[src/rtl/mac_job_sequencer_pkg.sv]
// Shared definitions for the MAC job sequencer: state encoding, default
// watchdog limit and state-decode helpers used by the top and the watchdog.
package mac_job_sequencer_pkg;

    localparam int unsigned DEFAULT_TIMEOUT = 64;

    typedef enum logic [2:0] {
        S_IDLE       = 3'd0,
        S_BASE_ISSUE = 3'd1,
        S_BASE_WAIT  = 3'd2,
        S_FETCH      = 3'd3,
        S_LOAD       = 3'd4,
        S_ISSUE      = 3'd5,
        S_COLLECT    = 3'd6,
        S_DONE       = 3'd7
    } seq_state_t;

    // States that present an operand pair to the MAC
    function automatic logic drives_mac_in(input seq_state_t s);
        return (s == S_BASE_ISSUE) || (s == S_ISSUE);
    endfunction

    // States that accept a MAC response
    function automatic logic accepts_mac_out(input seq_state_t s);
        return (s == S_BASE_WAIT) || (s == S_COLLECT);
    endfunction

endpackage

[src/rtl/mac_seq_watchdog.sv]
// Watchdog for MAC handshake waits.
// Counts cycles while run is high; clear (or run low) restarts from zero.
// expire_c is high on the TIMEOUT-th consecutive cycle of a wait.
// Ports: clock, reset (sync, active-high), run, clear, expire_c.
module mac_seq_watchdog
    import mac_job_sequencer_pkg::*;
#(
    parameter int unsigned TIMEOUT = DEFAULT_TIMEOUT
) (
    input  logic clock,
    input  logic reset,
    input  logic run,
    input  logic clear,
    output logic expire_c
);

    localparam int unsigned CNT_W = $clog2(TIMEOUT + 1);

    logic [CNT_W-1:0] cnt_q;
    logic [CNT_W-1:0] cnt_d;

    assign expire_c = run && (cnt_q == CNT_W'(TIMEOUT - 1));

    // Saturating count of cycles spent in the current wait state
    always_comb begin
        cnt_d = cnt_q;
        if (clear || !run) begin
            cnt_d = '0;
        end else if (!expire_c) begin
            cnt_d = cnt_q + CNT_W'(1);
        end
    end

    always_ff @(posedge clock) begin
        if (reset) begin
            cnt_q <= '0;
        end else begin
            cnt_q <= cnt_d;
        end
    end

endmodule

[src/rtl/mac_job_sequencer.sv]
// Initiator-side sequencer for the MAC valid/ready handshake.
// Takes a dot-product job (length, x/y base addresses), issues a zero pair to
// sample the MAC accumulator baseline, then fetches and issues each operand
// pair and returns (final accumulator - baseline) mod 2^WIDTH.
// Ports: cmd_* job request, mem_* synchronous-read operand memories,
//        mac_in_* / mac_out_* MAC handshake, res_* job result.
// Optional build macro MAC_TIMEOUT_EN: adds a watchdog that aborts a job with
// res_err=1 when a MAC handshake wait reaches TIMEOUT cycles.
module mac_job_sequencer
    import mac_job_sequencer_pkg::*;
#(
    parameter int unsigned WIDTH   = 16,
    parameter int unsigned ADDR_W  = 8,
    parameter int unsigned LEN_W   = 8,
    parameter int unsigned TIMEOUT = DEFAULT_TIMEOUT
) (
    input  logic              clock,
    input  logic              reset,
    input  logic              cmd_valid,
    output logic              cmd_ready,
    input  logic [LEN_W-1:0]  cmd_len,
    input  logic [ADDR_W-1:0] cmd_x_base,
    input  logic [ADDR_W-1:0] cmd_y_base,
    output logic              mem_en,
    output logic [ADDR_W-1:0] mem_x_addr,
    output logic [ADDR_W-1:0] mem_y_addr,
    input  logic [WIDTH-1:0]  mem_x_data,
    input  logic [WIDTH-1:0]  mem_y_data,
    output logic              mac_in_valid,
    input  logic              mac_in_ready,
    output logic [WIDTH-1:0]  mac_x,
    output logic [WIDTH-1:0]  mac_y,
    input  logic              mac_out_valid,
    output logic              mac_out_ready,
    input  logic [WIDTH-1:0]  mac_result,
    output logic              res_valid,
    input  logic              res_ready,
    output logic [WIDTH-1:0]  res_data,
    output logic              res_err
);

    if (TIMEOUT == 0) begin : g_bad_timeout
        $error("mac_job_sequencer: TIMEOUT must be nonzero");
    end

    seq_state_t        state_q, state_d;
    logic [LEN_W-1:0]  len_q, len_d;
    logic [LEN_W-1:0]  idx_q, idx_d;
    logic [ADDR_W-1:0] x_base_q, x_base_d;
    logic [ADDR_W-1:0] y_base_q, y_base_d;
    logic [WIDTH-1:0]  baseline_q, baseline_d;

    logic              cmd_ready_q, cmd_ready_d;
    logic              mem_en_q, mem_en_d;
    logic [ADDR_W-1:0] mem_x_addr_q, mem_x_addr_d;
    logic [ADDR_W-1:0] mem_y_addr_q, mem_y_addr_d;
    logic              mac_in_valid_q, mac_in_valid_d;
    logic [WIDTH-1:0]  mac_x_q, mac_x_d;
    logic [WIDTH-1:0]  mac_y_q, mac_y_d;
    logic              mac_out_ready_q, mac_out_ready_d;
    logic              res_valid_q, res_valid_d;
    logic [WIDTH-1:0]  res_data_q, res_data_d;

`ifdef MAC_TIMEOUT_EN
    logic res_err_q, res_err_d;
    logic wd_expire_c;

    mac_seq_watchdog #(
        .TIMEOUT (TIMEOUT)
    ) u_watchdog (
        .clock    (clock),
        .reset    (reset),
        .run      (drives_mac_in(state_q) || accepts_mac_out(state_q)),
        .clear    (state_d != state_q),
        .expire_c (wd_expire_c)
    );

    assign res_err = res_err_q;
`else
    assign res_err = 1'b0;
`endif

    // Next-state and next-output computation; outputs are decoded from state_d
    // so each registered output lines up with the state it belongs to.
    always_comb begin
        state_d    = state_q;
        len_d      = len_q;
        idx_d      = idx_q;
        x_base_d   = x_base_q;
        y_base_d   = y_base_q;
        baseline_d = baseline_q;
        mac_x_d    = mac_x_q;
        mac_y_d    = mac_y_q;
        res_data_d = res_data_q;
`ifdef MAC_TIMEOUT_EN
        res_err_d  = res_err_q;
`endif

        unique case (state_q)
            S_IDLE: begin
                if (cmd_valid) begin
                    len_d    = cmd_len;
                    x_base_d = cmd_x_base;
                    y_base_d = cmd_y_base;
                    idx_d    = '0;
                    if (cmd_len == '0) begin
                        res_data_d = '0;
                        state_d    = S_DONE;
                    end else begin
                        mac_x_d = '0;
                        mac_y_d = '0;
                        state_d = S_BASE_ISSUE;
                    end
                end
            end
            S_BASE_ISSUE: begin
                if (mac_in_ready) begin
                    state_d = S_BASE_WAIT;
                end
            end
            S_BASE_WAIT: begin
                if (mac_out_valid) begin
                    baseline_d = mac_result;
                    state_d    = S_FETCH;
                end
            end
            S_FETCH: begin
                state_d = S_LOAD;
            end
            S_LOAD: begin
                mac_x_d = mem_x_data;
                mac_y_d = mem_y_data;
                state_d = S_ISSUE;
            end
            S_ISSUE: begin
                if (mac_in_ready) begin
                    state_d = S_COLLECT;
                end
            end
            S_COLLECT: begin
                if (mac_out_valid) begin
                    // idx < len here, so the increment cannot wrap
                    idx_d = idx_q + LEN_W'(1);
                    if (idx_d == len_q) begin
                        res_data_d = mac_result - baseline_q;
                        state_d    = S_DONE;
                    end else begin
                        state_d = S_FETCH;
                    end
                end
            end
            S_DONE: begin
                if (res_ready) begin
`ifdef MAC_TIMEOUT_EN
                    res_err_d = 1'b0;
`endif
                    state_d = S_IDLE;
                end
            end
            default: begin
                state_d = S_IDLE;
            end
        endcase

`ifdef MAC_TIMEOUT_EN
        // A completed handshake on the expiry cycle wins over the abort
        if (wd_expire_c && (state_d == state_q)) begin
            res_data_d = '0;
            res_err_d  = 1'b1;
            state_d    = S_DONE;
        end
`endif

        cmd_ready_d     = (state_d == S_IDLE);
        mem_en_d        = (state_d == S_FETCH);
        mac_in_valid_d  = drives_mac_in(state_d);
        mac_out_ready_d = accepts_mac_out(state_d);
        res_valid_d     = (state_d == S_DONE);
        mem_x_addr_d    = mem_x_addr_q;
        mem_y_addr_d    = mem_y_addr_q;
        if (state_d == S_FETCH) begin
            mem_x_addr_d = x_base_d + ADDR_W'(idx_d);
            mem_y_addr_d = y_base_d + ADDR_W'(idx_d);
        end
    end

    always_ff @(posedge clock) begin
        if (reset) begin
            state_q         <= S_IDLE;
            len_q           <= '0;
            idx_q           <= '0;
            x_base_q        <= '0;
            y_base_q        <= '0;
            baseline_q      <= '0;
            cmd_ready_q     <= 1'b1;
            mem_en_q        <= 1'b0;
            mem_x_addr_q    <= '0;
            mem_y_addr_q    <= '0;
            mac_in_valid_q  <= 1'b0;
            mac_x_q         <= '0;
            mac_y_q         <= '0;
            mac_out_ready_q <= 1'b0;
            res_valid_q     <= 1'b0;
            res_data_q      <= '0;
`ifdef MAC_TIMEOUT_EN
            res_err_q       <= 1'b0;
`endif
        end else begin
            state_q         <= state_d;
            len_q           <= len_d;
            idx_q           <= idx_d;
            x_base_q        <= x_base_d;
            y_base_q        <= y_base_d;
            baseline_q      <= baseline_d;
            cmd_ready_q     <= cmd_ready_d;
            mem_en_q        <= mem_en_d;
            mem_x_addr_q    <= mem_x_addr_d;
            mem_y_addr_q    <= mem_y_addr_d;
            mac_in_valid_q  <= mac_in_valid_d;
            mac_x_q         <= mac_x_d;
            mac_y_q         <= mac_y_d;
            mac_out_ready_q <= mac_out_ready_d;
            res_valid_q     <= res_valid_d;
            res_data_q      <= res_data_d;
`ifdef MAC_TIMEOUT_EN
            res_err_q       <= res_err_d;
`endif
        end
    end

    assign cmd_ready     = cmd_ready_q;
    assign mem_en        = mem_en_q;
    assign mem_x_addr    = mem_x_addr_q;
    assign mem_y_addr    = mem_y_addr_q;
    assign mac_in_valid  = mac_in_valid_q;
    assign mac_x         = mac_x_q;
    assign mac_y         = mac_y_q;
    assign mac_out_ready = mac_out_ready_q;
    assign res_valid     = res_valid_q;
    assign res_data      = res_data_q;

endmodule
[config.mk]
export PLATFORM = sky130hd
export DESIGN_NAME = mac_job_sequencer
export DESIGN_NICKNAME = d
export VERILOG_FILES = /design/src/rtl/mac_job_sequencer_pkg.sv /design/src/rtl/mac_seq_watchdog.sv /design/src/rtl/mac_job_sequencer.sv
export SDC_FILE = /design/constraint.sdc
export NUM_CORES = 1
export LEC_CHECK = 0
export ABC_AREA = 1
export BUFFER_PORTS_ARGS = -buffer_cell sky130_fd_sc_hd__buf_2
export CORE_ASPECT_RATIO = 1.25
export CORE_MARGIN = 5
export CORE_UTILIZATION = 60
export CTS_BUF_LIST = sky130_fd_sc_hd__clkbuf_4
export CTS_CLUSTER_SIZE = 24
export DETAILED_ROUTE_END_ITERATION = 10
export MAX_ROUTING_LAYER = met4
export PLACE_DENSITY = 0.88
export SLEW_MARGIN = 20
export SYNTH_ARGS = -nofsm -noshare
export SYNTH_HDL_FRONTEND = slang
export SYNTH_SLANG_ARGS = --single-unit
export TNS_END_PERCENT = 100
[constraint.sdc]
create_clock -name clock -period 5.6 [get_ports clock]
set_clock_uncertainty 0.15 [all_clocks]
set_input_delay 0.84 -clock clock [delete_from_list [all_inputs] [get_ports clock]]
set_output_delay 0.84 -clock clock [all_outputs]
set_load 0.1 [all_outputs]
==> flow_metrics.env, run 1 <==
export IMPL_ant_nets=0
export IMPL_cp_top_family="buffers and inverters"
export IMPL_coreArea_um2=10500
export IMPL_rsz0062_at_grt="no"
export IMPL_path_cells="nor3_1 > nand2_1 > buf_4 > inv_1 > or2_2 > inv_1 > a21oi_1 > ha_1 > inv_1 > fa_1 > o21ai_0 > nand2_1 > nand2_1 > nand2_1 > nand2_1 > a21o_1 > xor2_1 > nor2_1 > nor2_1"
export IMPL_finalMaxSlewViolations=0
export IMPL_htreeDepth=4
export IMPL_syn_inst=893
export IMPL_cap_violations=0
export IMPL_synthToLayoutAreaGrowth_pct=16.2
export IMPL_arrival_ps=4160
export IMPL_design_die_area_um2=12700
export IMPL_p_sw_share_pct=34.3
export IMPL_internal_power_uw=1310
export IMPL_crit_fanout=44
export IMPL_grt_pass1_vias=5992
export IMPL_drt_total_wl_mm=15.6
export IMPL_end_kind="register"
export IMPL_clk_pin_slew_worst_paths_ps=110
export IMPL_p_comb_share_pct=25.6
export IMPL_fillCellCount=902
export IMPL_fin_crit_ps=3860
export IMPL_required_ps=5900
export IMPL_syn_area_per_cell_um2=7.09
export IMPL_place_congestion=0.959
export IMPL_row_count=42
export IMPL_cp_slowest_cell="inv_1"
export IMPL_finalHoldViolCount=0
export IMPL_rr_worst_depth=19
export IMPL_cp_common_cell="nand2_1"
export IMPL_tightest_slew_ps=1040
export IMPL_path_class="reg2reg"
export IMPL_clockBufferDepth=2
export IMPL_fin_total_pwr_uw=2000
export IMPL_max_stage_delay_ps=770
export IMPL_cp_num_cells=19
export IMPL_grt_overflow_total=0
export IMPL_layout_commonest_cell="nand2_1"
export IMPL_synth_area_leader_cell="dfxtp_1"
export IMPL_synth_edf_count=0
export IMPL_n_antenna_cell=0
export IMPL_root_buffer="clkbuf_4"
export IMPL_power_leakage_uw=0.00357
export IMPL_drive_above_1_share_pct=20.8
export IMPL_drt_first_pass_iters=6
export IMPL_ctsResizeCount=0
export IMPL_setup_viol=0
export IMPL_netlist_area_leader_share_pct=38.0
export IMPL_syn_num_nets=1004
export IMPL_finalCritPeriodShare_pct=69.0
export IMPL_synth_async_reset_ratio_pct=0
export IMPL_clockPowerShare_pct=28.6
export IMPL_ys_ff_latch=120
export IMPL_cts_buffers=17
export IMPL_ys_warn_count=0
export IMPL_netlist_area_um2=6330
export IMPL_grt_antenna_before_repair=0
export IMPL_status="completed"
export IMPL_drc=0
export IMPL_peakVddDrop_mv=0.188
export IMPL_grt_pass1_wl_mm=26.0
export IMPL_clock_sinks=120
export IMPL_synth_area_leaders="dfxtp_1 38%, nand2_1 9.6%, a21oi_1 9.3%"
export IMPL_io_buffers=146
export IMPL_timing_hold_ws_ps=317
export IMPL_num_io_pins=148
export IMPL_routedWlPerCell_um=13.4
export IMPL_setup_tns_final_ps=0
export IMPL_holdBufCountCts=0
export IMPL_maxSlewHeadroom_pct=30.3
export IMPL_die_w_um=102
export IMPL_final_util_pct=70.3
export IMPL_grt_usage_pct=25.6
export IMPL_drtIter0Drc=346
export IMPL_final_cell_mix="161 x nand2_1, 146 x buf_2, 120 x dfxtp_1"
export IMPL_via_per_inst=5.37
export IMPL_p_switching_uw=684
export IMPL_dp_hpwl_mm=11.6
export IMPL_final_area_um2=7350
export IMPL_grt_max_degree=81
export IMPL_fmax_mhz=259
export IMPL_start_util_pct=60.5
export IMPL_cp_start_kind="register"
export IMPL_synth_cell_types=38
export IMPL_place_area_um2=7090
export IMPL_seq_power_share_pct=45.7
export IMPL_post_cts_buffers=0
export IMPL_power_density_nw_per_um2=271
export IMPL_vias=6261
export IMPL_fp_dieH_um=125
export IMPL_nets=1133
export IMPL_cp_num_buf_inv=4
export IMPL_yosysSeqAreaShare_pct=38.0
export IMPL_clkLatencyLatePin_ps=490
export IMPL_hp_class="reg2reg"
export IMPL_worstHoldPathCells=2
export IMPL_synth_flop_cell="dfxtp_1"
export IMPL_cts_tree="built"
routing by layer:
metal	part of all wire, %	global-route usage (%)
met4	4.2	12.0
met3	4.4	5.10
met5	0	-
met2	52	43.7
met1	40	28.2
through the flow:
step | cells | setup WS, ps
after floorplan | 893 | 2350
after global placement | 1135 | 1590
after detailed placement | 1135 | 1500
after CTS | 1165 | 1760
after global routing | 1165 | 1370
final | 1165 | 1740
cell families after synthesis:
logic type                 count (synthesis)  synth area share, %
and+or+nand+nor                          371                 26.5
AOI/OAI and AO/OA                        187                 15.8
buffers and inverters                    160                 9.83
DFF                                      120                 38.0
adders and majority gates                 33                 6.88
xor gates and xnor gates                  21                 2.91
other                                      1               0.0593
cells in the mapped netlist, types with 2 or more instances:
master,count
a211oi_1,14
a21oi_1,117
and2_1,2
buf_2,8
clkbuf_1,31
dfxtp_1,120
fa_1,3
ha_1,30
inv_1,119
nand2_1,162
nand2_2,3
nand3_1,97
nand3_2,2
nand3b_1,4
nand4_1,5
nor2_1,63
nor2_2,4
nor3_1,5
o2111ai_1,2
o21ai_0,41
o21ai_1,3
o21bai_1,2
o22ai_1,2
o31ai_1,2
or2_2,20
xnor2_1,5
xor2_1,16
tightest hold or removal path, delay by kind of cell, from the launching register on:
kind	cells	cell delay, ps
flip-flops	1	310
buffers and inverters	1	60
AO/OA/AOI/OAI	1	50
path summary, 6_finish.rpt:
kind	start	to	slack (ps)
min reg2reg	baseline_q[2]	baseline_q[2]	320
max reg2reg	state_q[0]	mem_x_addr[6]	1740
max	state_q[0]	mem_x_addr[6]	1740
min	baseline_q[2]	baseline_q[2]	320
power by group through the flow:
stage | clock network [uW] | logic [uW] | registers (uW)
finish | 571 | 512 | 913
global route | 626 | 564 | 918
CTS | 584 | 510 | 913
detailed placement | 0 | 507 | 933
global placement | 0 | 499 | 931
floorplan | 0 | 279 | 1050
sequential cells by signal (all words and copies together), names as in the netlist:
signal and flops:
cmd_ready 1, baseline_q 16, len_q 8, mac_x 16, y_base_q 8, mem_y_addr 8
idx_q 8, mem_x_addr 8, state_q 3, res_data 16, mac_out_ready 1, res_valid 1
mem_en 1, mac_in_valid 1, mac_y 16, x_base_q 8
cell type report:
class                   count  area [um^2]  share of cell area [%]
clock buffers              20          150                    2.04
multi-input cells         613         3310                    45.0
inverters                 119          447                    6.08
repair buffers            151          768                    10.5
flip-flops and latches    120         2400                    32.7
clock inverters            10          106                    1.45
well taps                 132          165                    2.25
No activity file was read; power rests on OpenSTA's default activity.
==> inputs of run 2 (changes only) <==
--- a/config.mk
+++ b/config.mk
@@ -9,12 +9,12 @@
 export BUFFER_PORTS_ARGS = -buffer_cell sky130_fd_sc_hd__buf_2
 export CORE_ASPECT_RATIO = 1.25
 export CORE_MARGIN = 5
-export CORE_UTILIZATION = 60
+export CORE_UTILIZATION = 51
 export CTS_BUF_LIST = sky130_fd_sc_hd__clkbuf_4
 export CTS_CLUSTER_SIZE = 24
 export DETAILED_ROUTE_END_ITERATION = 10
 export MAX_ROUTING_LAYER = met4
-export PLACE_DENSITY = 0.88
+export PLACE_DENSITY = 0.79
 export SLEW_MARGIN = 20
 export SYNTH_ARGS = -nofsm -noshare
 export SYNTH_HDL_FRONTEND = slang
==> constraint.sdc (replaced) <==
create_clock -name clock -period 3.3 [get_ports clock]
set_clock_uncertainty 0.15 [all_clocks]
set_input_delay 0.495 -clock clock [delete_from_list [all_inputs] [get_ports clock]]
set_output_delay 0.495 -clock clock [all_outputs]
set_load 0.1 [all_outputs]
==> run 2 against run 1 <==
Largest power group unchanged. First-iteration DRC count fell by 10%. Critical path depth did not move. Critical endpoint unchanged. Design area rose by 3.2%. Wire length rose by 4.5%. Register-to-register slack got worse by 1500 ps. Setup slack got worse by 1500 ps. Non-clock buffer count rose by 8. Combinational power rose by 73%. Global-route usage fell by 2.6 points.
==> flow_metrics.env, run 2 (synthesis gave the netlist of run 1 again) <==
export IMPL_clock_sinks=120
export IMPL_place_congestion=0.923
export IMPL_cp_start_kind="register"
export IMPL_row_count=45
export IMPL_layout_commonest_cell="nand2_1"
export IMPL_nets=1141
export IMPL_top_layer_used="met4"
export IMPL_peakVddDrop_mv=0.291
export IMPL_power_density_nw_per_um2=500
export IMPL_start_util_pct=52.0
export IMPL_final_area_um2=7590
export IMPL_fmax_mhz=327
export IMPL_die_w_um=110
export IMPL_grt_overflow_total=0
export IMPL_hp_class="in2reg"
export IMPL_post_cts_buffers=0
export IMPL_tightest_slew_ps=851
export IMPL_synthToLayoutAreaGrowth_pct=19.9
export IMPL_crit_fanout=6
export IMPL_drtIter0Drc=310
export IMPL_wl_met1_mm=6.54
export IMPL_drt_total_wl_mm=16.3
export IMPL_fp_dieH_um=135
export IMPL_grt_pass1_wl_mm=26.5
export IMPL_arrival_ps=3390
export IMPL_fillCellCount=1202
export IMPL_clockBufferDepth=2
export IMPL_num_io_pins=148
export IMPL_power_leakage_uw=0.00367
export IMPL_hold_start="cmd_y_base[6]"
export IMPL_via_per_inst=5.12
export IMPL_dr_wl_met3_um=769
export IMPL_drt_first_pass_iters=6
export IMPL_holdBufCountCts=0
export IMPL_cts_buffers=17
export IMPL_finalMaxSlewViolations=0
export IMPL_ctsResizeCount=0
export IMPL_cp_num_buf_inv=3
export IMPL_rr_worst_depth=19
export IMPL_end_kind="register"
export IMPL_grt_usage_pct=23.0
export IMPL_htreeDepth=4
export IMPL_cts_tree="built"
export IMPL_maxSlewHeadroom_pct=43.2
export IMPL_fin_total_pwr_uw=3790
export IMPL_cp_common_cell="nand2_1"
export IMPL_final_cell_mix="162 x nand2_1, 146 x buf_2, 119 x inv_1, 119 x dfxtp_1, 117 x a21oi_1"
export IMPL_place_area_um2=7200
export IMPL_dp_hpwl_mm=12.3
export IMPL_vias=6186
export IMPL_cp_top_family="simple AND/OR/NAND/NOR gates"
export IMPL_io_buffers=146
export IMPL_finalCritPeriodShare_pct=92.6
export IMPL_whs_endpoint="y_base_q[6]"
export IMPL_grt_pass1_vias=5952
export IMPL_coreArea_um2=12200
export IMPL_ant_nets=0
export IMPL_rsz0062_at_grt="yes"
export IMPL_required_ps=3630
export IMPL_drc=0
export IMPL_rr_endpoint="mem_x_addr[6]"
export IMPL_grt_max_degree=80
export IMPL_routedWlPerCell_um=13.5
export IMPL_clkLatencyLatePin_ps=520
export IMPL_design_die_area_um2=14700
export IMPL_root_buffer="clkbuf_4"
export IMPL_cap_violations=0
export IMPL_setup_viol=0
export IMPL_grt_antenna_before_repair=1
export IMPL_path_class="reg2reg"
export IMPL_path_cells="inv_1 > nor2_2 > nand2_2 > nor2_1 > inv_1 > or2_2 > nand2_1 > ha_1 > inv_1 > fa_1 > o21ai_0 > nand2_1 > nand2_1 > nand2_1 > nand2_1 > a21o_1 > xor2_1 > nor2_1 > nor2_1"
export IMPL_worstHoldPathCells=3
export IMPL_rrSetupSlack_ps=240
export IMPL_wl_met2_mm=8.47
export IMPL_max_stage_delay_ps=390
export IMPL_status="completed"
export IMPL_drive_above_1_share_pct=21.7
export IMPL_finalHoldViolCount=0
export IMPL_cp_slowest_cell="fa_1"
export IMPL_clk_pin_slew_worst_paths_ps=120
export IMPL_fin_crit_ps=3060
export IMPL_r2r_start="state_q[1]"
[run 2: changes by cell type in the layout (fill, tap and decap cells not counted), sizes merged]
cell / delta
bufinv: +4
clkinvlp: -2
inv: +3
diode: +1
buf: +8
clkbuf: -2
clkinv: -1
[run 2: layer usage]
layer | up-vias | GRT usage, %
li1 | 3200 | -
met1 | 2792 | 25.2
met2 | 150 | 40.1
met3 | 44 | 5.02
met4 | 0 | 9.15
met5 | - | -
[run 2: worst max-delay path by stage]
stage                          start       endpoint  slack [ps]  depth (start not counted)
after floorplan           state_q[0]  mem_y_addr[6]         310                         16
after global placement    state_q[0]  mem_x_addr[6]         320                         18
after detailed placement  state_q[1]  mem_x_addr[5]         170                         19
after CTS                 state_q[1]  mem_x_addr[5]         170                         19
after global routing      state_q[0]  mem_x_addr[7]          -8                         16
final                     state_q[1]  mem_x_addr[6]         240                         19
[run 2: final cells by class]
type                            instances  area [um^2]  share of cell area (%)
Antenna cell                            1         2.50                  0.0330
Clock buffer                           18          135                    1.78
Clock inverter                         14          245                    3.23
Inverter                              119          447                    5.89
Multi-Input combinational cell        613         3310                    43.6
Sequential cell                       120         2400                    31.7
Tap cell                              164          205                    2.70
Timing Repair Buffer                  159          841                    11.1
[run 2: power by group]
part,internal (uW),switching (uW),total [uW]
combinational,260,624,884
sequential,1520,28.1,1550
clock,771,589,1360
[run 2: worst reg2reg max path, cell delays in order, from the launching register on]
cell	delay, ps
dfxtp_2	380
inv_1	90
nor2_2	140
nand2_2	140
nor2_1	160
inv_1	80
or2_2	280
nand2_1	110
ha_1	170
inv_1	50
fa_1	390
o21ai_0	200
nand2_1	90
nand2_1	60
nand2_1	60
nand2_1	60
a21o_1	110
xor2_1	140
nor2_1	70
nor2_1	100
[run 2: per-stage QoR]
stage	instances	hold WS, ps	TNS (ps)	utilization, %	setup WS (ps)
3_5_place_dp	1175	303	0	59.2	171
6_report	1208	76.2	0	62.4	243
4_1_cts	1207	26.8	0	62.3	171
5_1_grt	1208	39.0	-7.95	62.4	-7.95
2_1_floorplan	893	283	0	-	307
3_3_place_gp	1175	296	0	59.2	320
==> inputs of run 3 (changes only) <==
--- a/config.mk
+++ b/config.mk
@@ -9,12 +9,12 @@
 export BUFFER_PORTS_ARGS = -buffer_cell sky130_fd_sc_hd__buf_2
 export CORE_ASPECT_RATIO = 1.25
 export CORE_MARGIN = 5
-export CORE_UTILIZATION = 51
+export CORE_UTILIZATION = 56
 export CTS_BUF_LIST = sky130_fd_sc_hd__clkbuf_4
 export CTS_CLUSTER_SIZE = 24
 export DETAILED_ROUTE_END_ITERATION = 10
 export MAX_ROUTING_LAYER = met4
-export PLACE_DENSITY = 0.79
+export PLACE_DENSITY = 0.83
 export SLEW_MARGIN = 20
 export SYNTH_ARGS = -nofsm -noshare
 export SYNTH_HDL_FRONTEND = slang
==> constraint.sdc (replaced) <==
create_clock -name clock -period 3.35 [get_ports clock]
set_clock_uncertainty 0.15 [all_clocks]
set_input_delay 0.5025 -clock clock [delete_from_list [all_inputs] [get_ports clock]]
set_output_delay 0.5025 -clock clock [all_outputs]
set_load 0.1 [all_outputs]
==> run 3 against run 2 <==
First-iteration DRC count up 16%. Register-to-register slack better by 80 ps. Sequential share of layout area up 0.65 points. Worst hold slack better by 7.2 ps. Utilization up 4.7 points. Via count up 0.40%. Die area down 8.2%. Highest routed layer unchanged.
==> flow_metrics.env, run 3 (synthesis gave the netlist of run 1 again) <==
export IMPL_drt_total_wl_mm=16.1
export IMPL_fmax_mhz=330
export IMPL_holdBufCountCts=0
export IMPL_ant_nets=0
export IMPL_clockBufferDepth=2
export IMPL_end_kind="register"
export IMPL_io_buffers=146
export IMPL_path_class="reg2reg"
export IMPL_finalMaxSlewViolations=0
export IMPL_drt_first_pass_iters=5
export IMPL_drtIter0Drc=361
export IMPL_design_die_area_um2=13500
export IMPL_row_count=43
export IMPL_required_ps=3660
export IMPL_max_stage_delay_ps=400
export IMPL_num_io_pins=148
export IMPL_die_w_um=105
export IMPL_power_leakage_uw=0.00360
export IMPL_rsz0062_at_grt="no"
export IMPL_dpl_cell_count=1144
export IMPL_cap_violations=0
export IMPL_start_util_pct=57.1
export IMPL_grt_usage_pct=24.2
export IMPL_layout_commonest_cell="nand2_1"
export IMPL_final_util_pct=67.0
export IMPL_synthToLayoutAreaGrowth_pct=17.4
export IMPL_hp_class="in2reg"
export IMPL_grt_max_degree=80
export IMPL_fillCellCount=1042
export IMPL_peakVddDrop_mv=0.344
export IMPL_htreeDepth=4
export IMPL_finalHoldViolCount=0
export IMPL_nets=1139
export IMPL_drc=0
export IMPL_tightest_slew_ps=858
export IMPL_coreArea_um2=11100
export IMPL_power_density_nw_per_um2=460
export IMPL_clock_sinks=120
export IMPL_dp_hpwl_mm=12.0
export IMPL_setup_tns_final_ps=0
export IMPL_place_congestion=0.944
export IMPL_crit_fanout=6
export IMPL_fin_ws_ps=324
export IMPL_dpl_worst_slack_ps=312
export IMPL_finalCritPeriodShare_pct=90.3
export IMPL_grt_antenna_before_repair=1
export IMPL_clkLatencyLatePin_ps=520
export IMPL_arrival_ps=3330
export IMPL_final_cell_mix="162 x nand2_1, 146 x buf_2, 120 x dfxtp_1"
export IMPL_clk_pin_slew_worst_paths_ps=110
export IMPL_grt_pass1_wl_mm=26.3
export IMPL_cp_common_cell="nand2_1"
export IMPL_vias=6211
export IMPL_cts_tree="built"
export IMPL_cp_start_kind="register"
export IMPL_root_buffer="clkbuf_4"
export IMPL_instances_no_fill=1178
export IMPL_status="completed"
export IMPL_via_per_inst=5.27
export IMPL_maxSlewHeadroom_pct=42.8
export IMPL_fp_dieH_um=129
export IMPL_cts_buffers=17
export IMPL_grt_pass1_vias=5835
export IMPL_drive_above_1_share_pct=21.4
export IMPL_cp_slowest_cell="dfxtp_1"
export IMPL_setup_viol=0
export IMPL_fin_crit_ps=3030
export IMPL_routedWlPerCell_um=13.7
export IMPL_grt_overflow_total=0
export IMPL_path_cells="inv_1 > nor2_2 > nand2_2 > nor2_1 > inv_1 > or2_2 > nand2_1 > ha_1 > inv_1 > fa_1 > o21ai_0 > nand2_1 > nand2_1 > nand2_1 > nand2_1 > a21o_1 > xor2_1 > nor2_1 > nor2_1"
[run 3: area by class of cell]
| type | count | area (um^2) | area share [%] |
|---|---|---|---|
| timing repair buffer | 157 | 813 | 10.9 |
| tap | 135 | 169 | 2.27 |
| multi-input combinational | 613 | 3310 | 44.5 |
| inverter | 119 | 447 | 6.01 |
| clock buffer | 18 | 135 | 1.82 |
| antenna | 2 | 5.00 | 0.0674 |
| sequential | 120 | 2400 | 32.3 |
| clock inverter | 14 | 151 | 2.04 |
[run 3: power breakdown]
group | leakage (uW) | internal, uW | switching (uW)
registers | 0.000975 | 1500 | 27.9
clock network | 0.000143 | 455 | 572
logic | 0.00248 | 252 | 617
total | 0.00360 | 2200 | 1220
[run 3: timing repair]
action                                  in CTS  in global routing
endpoints found under the setup margin       0                  4
resized for setup                            0                  2
buffers inserted                             0                  0
[run 3: critical path: cells and delay by family, from the launching register on]
family	cells	cell delay [ps]
compound gates	2	280
xor+xnor	1	140
fa+ha+maj	2	570
buf+inv	3	250
flops	1	400
simple gates	11	1180
[run 3: final timing paths]
kind / start / to / depth (start not counted) / slack [ps]
min reg2reg: baseline_q[2] / baseline_q[2] / 2 / 310
max: state_q[1] / mem_x_addr[6] / 19 / 320
max reg2reg: state_q[1] / mem_x_addr[6] / 19 / 320
min: cmd_y_base[4] / y_base_q[4] / 3 / 80
[run 3: metrics by stage]
stage / cell area (um^2) / power, uW / hold WS, ps
floorplan: 6330 / 2220 / 283
global placement: 7130 / 2410 / 291
detailed placement: 7130 / 2420 / 300
CTS: 7420 / 3440 / 53.4
global route: 7430 / 3600 / 50.4
finish: 7430 / 3420 / 83.4
[run 3: per-layer routing]
layer	up-vias	track usage, %	wire length (um)
met2	166	42.2	8270
met1	2813	26.1	6480
met5	-	-	0
li1	3194	-	-
met4	0	11.3	562
met3	38	5.52	795
